## src/rtl/spi_peripheral.sv

```systemverilog
// SPI mode-0 responder running entirely on the fabric clock.
// Pins are oversampled; words move through a one-deep tx buffer and an rx strobe.
module spi_peripheral #(
    parameter int DATA_WIDTH  = 8,
    parameter int SYNC_STAGES = 2
) (
    input  logic                  i_clk,
    input  logic                  i_rst_n,
    input  logic                  i_sclk,
    input  logic                  i_cs_n,
    input  logic                  i_mosi,
    output logic                  o_miso,
    input  logic [DATA_WIDTH-1:0] i_tx_data,
    input  logic                  i_tx_valid,
    output logic                  o_tx_ready,
    output logic [DATA_WIDTH-1:0] o_rx_data,
    output logic                  o_rx_valid,
    output logic                  o_tx_underrun,
    output logic                  o_busy
);
    localparam int CW = (DATA_WIDTH > 2) ? $clog2(DATA_WIDTH) : 1;

    typedef enum logic {
        S_IDLE,
        S_ACTIVE
    } state_t;

    state_t state, state_nx;

    logic [SYNC_STAGES-1:0] sclk_sync, cs_sync, mosi_sync;
    logic                   sclk_prev, cs_prev;
    logic                   sclk_s, cs_s, mosi_s;
    logic                   sclk_rise, sclk_fall, cs_fall, cs_rise;

    logic [DATA_WIDTH-1:0]  tx_shift, rx_shift, rx_next, hold_data;
    logic                   hold_full;
    logic [CW-1:0]          bit_cnt;
    logic                   load, shift, sample, abort;

    assign sclk_s = sclk_sync[SYNC_STAGES-1];
    assign cs_s   = cs_sync[SYNC_STAGES-1];
    assign mosi_s = mosi_sync[SYNC_STAGES-1];

    assign sclk_rise = sclk_s & ~sclk_prev;
    assign sclk_fall = ~sclk_s & sclk_prev;
    assign cs_fall   = ~cs_s & cs_prev;
    assign cs_rise   = cs_s & ~cs_prev;

    always_ff @(posedge i_clk or negedge i_rst_n) begin
        if (!i_rst_n) begin
            sclk_sync <= '0;
            cs_sync   <= '1;
            mosi_sync <= '0;
            sclk_prev <= 1'b0;
            cs_prev   <= 1'b1;
        end else begin
            sclk_sync <= {sclk_sync[SYNC_STAGES-2:0], i_sclk};
            cs_sync   <= {cs_sync[SYNC_STAGES-2:0], i_cs_n};
            mosi_sync <= {mosi_sync[SYNC_STAGES-2:0], i_mosi};
            sclk_prev <= sclk_s;
            cs_prev   <= cs_s;
        end
    end

    always_ff @(posedge i_clk or negedge i_rst_n) begin
        if (!i_rst_n) state <= S_IDLE;
        else          state <= state_nx;
    end

    // CS rising wins over any SCLK edge seen in the same cycle
    always_comb begin
        state_nx = state;
        load     = 1'b0;
        shift    = 1'b0;
        sample   = 1'b0;
        abort    = 1'b0;
        unique case (state)
            S_IDLE: begin
                if (cs_fall) begin
                    state_nx = S_ACTIVE;
                    load     = 1'b1;
                end
            end
            S_ACTIVE: begin
                if (cs_rise) begin
                    state_nx = S_IDLE;
                    abort    = 1'b1;
                end else begin
                    sample = sclk_rise;
                    if (sclk_fall) begin
                        if (bit_cnt == '0) load  = 1'b1;
                        else               shift = 1'b1;
                    end
                end
            end
        endcase
    end

    assign rx_next = {rx_shift[DATA_WIDTH-2:0], mosi_s};

    always_ff @(posedge i_clk or negedge i_rst_n) begin
        if (!i_rst_n) begin
            tx_shift      <= '0;
            rx_shift      <= '0;
            hold_data     <= '0;
            hold_full     <= 1'b0;
            bit_cnt       <= '0;
            o_rx_data     <= '0;
            o_rx_valid    <= 1'b0;
            o_tx_underrun <= 1'b0;
        end else begin
            o_rx_valid    <= 1'b0;
            o_tx_underrun <= load & ~hold_full;
            if (load) begin
                tx_shift  <= hold_full ? hold_data : '0;
                hold_full <= 1'b0;
            end else if (shift) begin
                tx_shift <= tx_shift << 1;
            end else if (abort) begin
                tx_shift <= '0;
            end
            // a write in the load cycle lands after the old contents left
            if (i_tx_valid && !hold_full) begin
                hold_full <= 1'b1;
                hold_data <= i_tx_data;
            end
            if (abort) begin
                bit_cnt  <= '0;
                rx_shift <= '0;
            end else if (sample) begin
                rx_shift <= rx_next;
                if (bit_cnt == CW'(DATA_WIDTH - 1)) begin
                    bit_cnt    <= '0;
                    o_rx_data  <= rx_next;
                    o_rx_valid <= 1'b1;
                end else begin
                    bit_cnt <= bit_cnt + CW'(1);
                end
            end
        end
    end

    assign o_miso     = (state == S_ACTIVE) & tx_shift[DATA_WIDTH-1];
    assign o_busy     = (state == S_ACTIVE);
    assign o_tx_ready = ~hold_full;

endmodule

```

## config.mk

```make
export PLATFORM = sky130hd
export DESIGN_NAME = spi_peripheral
export DESIGN_NICKNAME = d
export VERILOG_FILES = /design/src/rtl/spi_peripheral.sv
export SDC_FILE = /design/constraint.sdc
export NUM_CORES = 1
export LEC_CHECK = 0
export CAP_MARGIN = 20
export CELL_PAD_IN_SITES_DETAIL_PLACEMENT = 1
export CELL_PAD_IN_SITES_GLOBAL_PLACEMENT = 1
export CORE_MARGIN = 4
export CORE_UTILIZATION = 41
export DETAILED_ROUTE_END_ITERATION = 10
export PLACE_DENSITY_LB_ADDON = 0.1
export SYNTH_ARGS = -nofsm -noshare
export SYNTH_HDL_FRONTEND = slang
export SYNTH_SLANG_ARGS = --single-unit
```

## constraint.sdc

```tcl
create_clock -name i_clk -period 2.9 [get_ports i_clk]
set_clock_uncertainty 0.2 [all_clocks]
set_input_delay 0.435 -clock i_clk [delete_from_list [all_inputs] [get_ports i_clk]]
set_output_delay 0.435 -clock i_clk [all_outputs]
set_load 0.1 [all_outputs]
```

==> results of run 1 <==
==> power by group through the flow <==
stage               clock [uW]  sequential (uW)  combinational [uW]
floorplan                    0              819                 199
global placement             0              821                 265
detailed placement           0              829                 278
CTS                        593              816                 281
global route               627              826                 307
finish                     573              814                 279
==> kinds of logic (layout without fill, tap and decap cells) <==
kind of cell / Yosys count / count (layout) / share of synthesized area [%]
mux: 23 / 23 / 13.7
buf+inv: 11 / 41 / 3.05
flops: 46 / 46 / 61.1
compound gates: 13 / 13 / 5.43
simple gates: 49 / 49 / 14.7
fa+ha+maj: 3 / 3 / 1.99
==> cell type report <==
cell class | count | area (um^2)
Multi-Input combinational cell | 88 | 677
Fill cell | 460 | 2100
Clock buffer | 6 | 82.6
Clock inverter | 2 | 60.1
Inverter | 5 | 18.8
Sequential cell | 46 | 1150
Tap cell | 52 | 65.1
Timing Repair Buffer | 28 | 253
==> flip-flops by register name, summed over array words and instances (netlist names), 2 cells and up <==
register   flops
tx_shift       8
bit_cnt        3
rx_shift       7
mosi_sync      2
hold_data      8
cs_sync        2
o_rx_data      8
sclk_sync      2
==> placed cells by master, fill, tap and decap left out, types with 2 or more instances in the layout <==
| cell type | n |
|---|---|
| mux2_2 | 23 |
| clkdlybuf4s50_1 | 12 |
| nand3_1 | 10 |
| nand2_1 | 22 |
| dfstp_2 | 3 |
| clkbuf_8 | 6 |
| a22o_1 | 7 |
| o21ai_0 | 2 |
| nor2_1 | 4 |
| nor2b_1 | 2 |
| buf_4 | 13 |
| inv_1 | 5 |
| ha_1 | 3 |
| bufinv_16 | 2 |
| dfrtp_1 | 43 |
==> repair_timing <==
| action | in CTS | in global routing |
|---|---|---|
| endpoints found under the hold margin | 0 | 7 |
| buffers inserted | 0 | 0 |
| hold buffers | 0 | 1 |
==> worst max path at each step <==
stage,start,to,slack (ns),cells after the start
after global routing,bit_cnt[0],tx_shift[4],0.52,6
after CTS,bit_cnt[0],tx_shift[4],0.64,6
final,bit_cnt[0],tx_shift[4],0.65,6
after global placement,bit_cnt[0],tx_shift[4],0.83,6
after floorplan,o_busy,o_miso,0.30,2
after detailed placement,bit_cnt[0],tx_shift[4],0.76,6
==> stage by stage <==
step	hold slack (ns)	total power, uW	cell area (um^2)	setup slack, ns
after floorplan	-0.0606	1020	1890	0.304
after global placement	0.133	1090	2140	0.831
after detailed placement	0.137	1110	2140	0.765
after CTS	0.136	1690	2280	0.637
after global routing	0.163	1760	2310	0.523
final	0.153	1670	2310	0.650
==> metal layers <==
layer	up-vias	global-route usage [%]	routed length, um
li1	554	-	-
met1	595	17.5	1590
met2	19	25.3	1940
met3	5	3.69	185
met4	0	6.41	61
met5	-	0	0
==> metrics.md, run 1 <==
| Metric | Value |
|---|---|
| Status | completed |
| Slowest-stage cell, CP | a32o_1 |
| HP Class | flip-flop to flip-flop |
| Syn Inst Count | 145 |
| Io pins | 27 |
| Root Driver | clkbuf_8 |
| Cells after DPL | between 200 and 250 |
| Final hold violations | 0 |
| Core Box Area | between 0.004 and 0.005 mm^2 |
| Largest net degree at the start of global routing | 47 |
| Final Non-Filler Cells | 227 |
| R2R Setup Slk | 0.65 ns |
| Data arrival, critical path | ~2.3 ns |
| Max rail drop VDD | around 0.24 mV |
| CP Cell Sequence | inv_1, ha_1, nor4bb_1, a32o_1, a22o_1, mux2_2 |
| Syn Area/Cell | 13.0 um^2 |
| Async S/R FF share, synth | 100% |
| Post-DP HPWL | roughly 2700 um |
| Buf+Inv Stages, Crit Path | 1 |
| Vias/cell | about 5.2 |
| Fin nets | between 150 and 200 |
| Layout cells sized above 1 | around 30% |
| Synth unique cells | 30 |
| Sink Count | 46 |
| Crit path max-delay family | compound AO/OA/AOI/OAI gates |
| Worst r2r src | bit_cnt[0] |
| Clk network pwr share | between 30% and 40% |
| Comb pwr share | 16.8% |
| Setup TNS | 0 ns |
| Switching Power | about 420 uW |
| Critical path class | flip-flop to flip-flop |
| Flop pwr share | 48.8% |
| Area contributors post-synth | dfrtp_1, mux2_2, nand2_1, dfstp_2, a22o_1 |
| Yosys top cell area share | 57.0% |
| Total vias in the final route | about 1200 |
| Slowest stage delay, CP | ~0.5 ns |
| CTS tree | built |
| Skew-Pair Late Insertion Delay | 0.29 ns |
| Antenna viol nets, final | 0 |
| Clock-pin slew on the worst setup and hold paths | ~0.080 ns |
| Cell with the most instances after synthesis | dfrtp_1 |
| Syn-to-layout area delta | 22.3% |
| Site Rows | 24 |
| Syn Nets | between 150 and 200 |
| IO Port Bufs | 26 |
| Leak | 0.00115 uW |
| Worst setup SP type | flip-flop |
| Number of synthesized register bits | 46 |
| 1st-iter DRT viols | 34 |
| Max-cap violations | 0 |
| DR WL/cell | 16.7 um |
| First-pass GRT wire length | around 6300 um |
| Setup violators final | 0 |
| Slew headroom | ~64% |
| Final Cycle Share | 77.6% |
| Clk buf depth | 2 |
| Power density cells | around 720 mW/mm^2 |
| Antenna diode count | 0 |
| Die X | between 70 and 80 um |
| Congestion Overflow GR | 0 |
| Max Clk Rate | 444 MHz |
| Total global-route track usage | approximately 15% |
| CP endpoint kind | flip-flop |
| Hold Path Cell Cnt | 0 |
| Post-synth top cells | dfrtp_1, mux2_2, nand2_1 |
| DIE HEIGHT | about 76 um |
| PostCTS Resize Cnt | 0 |
| Yosys top cell by area | dfrtp_1 |
| Initial core utilization | between 40% and 50% |
| Worst path required time | between 2 and 3 ns |
| Post-Route Utilization | between 50% and 60% |
| Switching Share | 25.3% |
| Worst-path maximum fanout | 9 |
| GP Congestion | 0.739 |
| Die area | 0.00576 mm^2 |
| WHS Endpoint | sclk_sync[1] |
| Post-synth EDFFs | 0 |
| Worst Tran Pin Value | 0.530 ns |
| Remaining DRCs | 0 |
| Worst min-delay path startpoint | sclk_sync[0] |
| Final WL | 3790 um |
| Most used DFF post-synth | dfrtp_1 |
| Sequential area share after synthesis | 61.1% |
| Antenna violations before repair | 0 |
| Vias in the first global route | between 1000 and 1500 |
| Capture point of the worst reg-to-reg path | tx_shift[4] |
| Pre-antenna DRT Iters | 2 |
| Final Max Slew Viols | 0 |
| Cell Area, Synth | 0.00189 mm^2 |
| Depth of the worst register-to-register path | 6 |
| Fin crit period | around 2.2 ns |
| CTS H-Tree Depth | 2 |
| Synth Warn # | 0 |
| RSZ-0062 raised after global routing | false |
| Num CTS Buffers | 5 |
| Internal power | ~1200 uW |
Note: power is estimated with default switching activity, not from simulation.
==> inputs of run 2 (changes only) <==
CORE_UTILIZATION = 39   (was 41)
clock period = 2 ns   (was 2.9 ns; I/O delays follow)
==> run 2 against run 1 <==
  * Clock power increased by 15%
  * Non-clock buffer count increased by 6
  * Fmax is 19% higher
  * Wire length fell by 3.1%
==> metrics.md, run 2 (synthesized netlist as in run 1, its figures left out) <==
| Metric | Value |
|---|---|
| GP Congestion | 0.784 (was 0.739) |
| Critical path startpoint | bit_cnt[0] (unchanged) |
| Remaining DRCs | 0 (unchanged) |
| Root Driver | clkbuf_8 (unchanged) |
| Post-Route Utilization | 53.0% (was 52.4%) |
| Worst path required time | 1.97 ns (was 2.93 ns) |
| Die X | 77.6 um (was 75.9 um) |
| Initial core utilization | 40.0% (was 42.8%) |
| Clk buf depth | 2 (unchanged) |
| Capture point of the worst reg-to-reg path | tx_shift[5] (was tx_shift[4]) |
| CTS H-Tree Depth | 2 (unchanged) |
| Power density cells | 922 mW/mm^2 (was 721 mW/mm^2) |
| Final WL | 3670 um (was 3790 um) |
| Worst-path maximum fanout | 9 (unchanged) |
| Max-cap violations | 0 (unchanged) |
| Total global-route track usage | 13.6% (was 14.8%) |
| DR WL/cell | 14.8 um (was 16.7 um) |
| CTS tree | built (unchanged) |
| Largest net degree at the start of global routing | 25 (was 47) |
| Worst r2r src | bit_cnt[0] (unchanged) |
| Fin nets | 197 (was 191) |
| First-pass GRT wire length | 6530 um (was 6310 um) |
| Reg area | 0.00116 mm^2 (was 0.00115 mm^2) |
| 1st-iter DRT viols | 26 (was 34) |
| Critical path destination | tx_shift[5] (was tx_shift[4]) |
| Final Max Slew Viols | 0 (unchanged) |
| Fin crit period | 1.90 ns (was 2.25 ns) |
| Final hold violations | 0 (unchanged) |
| Vias/cell | 4.85 (was 5.17) |
| Max Clk Rate | 527 MHz (was 444 MHz) |
| Final Hold Slack | 0.159 ns (was 0.153 ns) |
| Cells after DPL | 238 (was 217) |
| Worst min-delay path startpoint | sclk_sync[0] (unchanged) |
| Clock-pin slew on the worst setup and hold paths | 0.08 ns (about the same) |
| Worst Tran Pin Value | 0.565 ns (was 0.530 ns) |
| Slew headroom | 62.3% (was 64.5%) |
| Total vias in the final route | 1203 (was 1173) |
| Area of the multi-input gates | 686 um^2 (was 677 um^2) |
| Vias in the first global route | 1358 (was 1275) |
| Num CTS Buffers | 5 (unchanged) |
| Site Rows | 25 (was 24) |
| Syn-to-layout area delta | 32.4% (was 22.3%) |
| Setup violators final | 0 (unchanged) |
| Layout cells sized above 1 | 34.3% (was 30.9%) |
| Antenna viol nets, final | 0 (unchanged) |
| RSZ-0062 raised after global routing | false (unchanged) |
| Data arrival, critical path | 1.86 ns (was 2.28 ns) |
| Critical path class | flip-flop to flip-flop (unchanged) |
| Post-DP HPWL | 2670 um (was 2660 um) |
| Worst setup SP type | flip-flop (unchanged) |
| Io pins | 27 (unchanged) |
| HP Class | flip-flop to flip-flop (unchanged) |
| Antenna violations before repair | 0 (unchanged) |
| Max rail drop VDD | 0.492 mV (was 0.240 mV) |
| Leak | 0.00121 uW (was 0.00115 uW) |
| FILL cells | 488 (was 460) |
| CP endpoint kind | flip-flop (unchanged) |
| Congestion Overflow GR | 0 (unchanged) |
| Pre-antenna DRT Iters | 3 (was 2) |
| Die area | 0.00602 mm^2 (was 0.00576 mm^2) |
| Setup TNS | 0 ns (unchanged) |
| Largest registers | hold_data (8), o_rx_data (8), tx_shift (8) (unchanged) |
| Commonest non-fill, non-tap cell in the layout | dfrtp_1 (unchanged) |
| Final Cycle Share | 94.9% (was 77.6%) |
| R2R Setup Slk | 0.10 ns (was 0.65 ns) |
| Skew-Pair Late Insertion Delay | 0.28 ns (was 0.29 ns) |
| Antenna diode count | 0 (unchanged) |
| Final Non-Filler Cells | 248 (was 227) |
| Status | completed (unchanged) |
| DIE HEIGHT | 77.6 um (was 75.9 um) |
| Core Box Area | 0.00472 mm^2 (was 0.00441 mm^2) |
| IO Port Bufs | 26 (unchanged) |
| Depth of the worst register-to-register path | 6 (unchanged) |
| Sink Count | 46 (unchanged) |
| Most frequent cells in the layout | dfrtp_1, mux2_2, nand2_1, buf_12, clkdlybuf4s50_1 (was dfrtp_1, mux2_2, nand2_1, buf_4, clkdlybuf4s50_1) |
[run 2: changes by cell type in the layout (fill, tap and decap cells not counted), sizes merged]
cell	previous run	this run
buf	15	21
bufinv	2	1
clkbuf	6	7
[run 2: cell type report]
cell class              instances  area share [%]
well taps                      67            3.35
inverters                       5           0.750
clock inverters                 1            1.20
multi-input cells              88            27.4
flip-flops and latches         46            46.3
clock buffers                   7            3.05
repair buffers                 34            17.9
[run 2: timing repair]
item,CTS,global route
cloned,0,0
hold buffers,1,0
gates resized for setup,1,1
pin swaps,0,1
endpoints found under the setup margin,7,7
buffers inserted,0,1
hold endpoints to repair,19,0
[run 2: critical path: stages, from the launching register on]
cell      delay (ns)
dfrtp_1         0.36
inv_1           0.05
ha_1            0.19
nor4bb_2        0.18
a32o_2          0.31
a22o_1          0.25
mux2_2          0.26
[run 2: worst min path at each step]
stage,to,slack [ns],depth (start not counted)
final,sclk_sync[1],0.16,0
after global routing,cs_sync[1],0.17,0
after CTS,sclk_sync[1],0.16,0
after detailed placement,hold_data[3],0.12,1
after global placement,hold_data[3],0.12,1
after floorplan,bit_cnt[0],-0.20,0
[run 2: metrics by stage]
step / power (uW) / worst slack (ns) / cell area, um^2
floorplan: 1480 / 0.0216 / 1890
global placement: 1640 / 0.0460 / 2370
detailed placement: 1660 / -0.0335 / 2370
CTS: 2340 / 0.0260 / 2490
global route: 2450 / 0.00953 / 2500
finish: 2310 / 0.102 / 2500
[run 2: power breakdown]
part | switching, uW | internal (uW)
Clock | 284 | 374
Sequential | 95.6 | 1080
Combinational | 229 | 243
[run 2: routing by layer]
| layer | global-route usage (%) | up-vias | share of wire (%) |
|---|---|---|---|
| li1 | - | 566 | - |
| met1 | 16.2 | 616 | 43 |
| met2 | 24.1 | 19 | 52 |
| met3 | 3.60 | 2 | 3.5 |
| met4 | 3.74 | 0 | 0.87 |
| met5 | 0 | - | 0 |
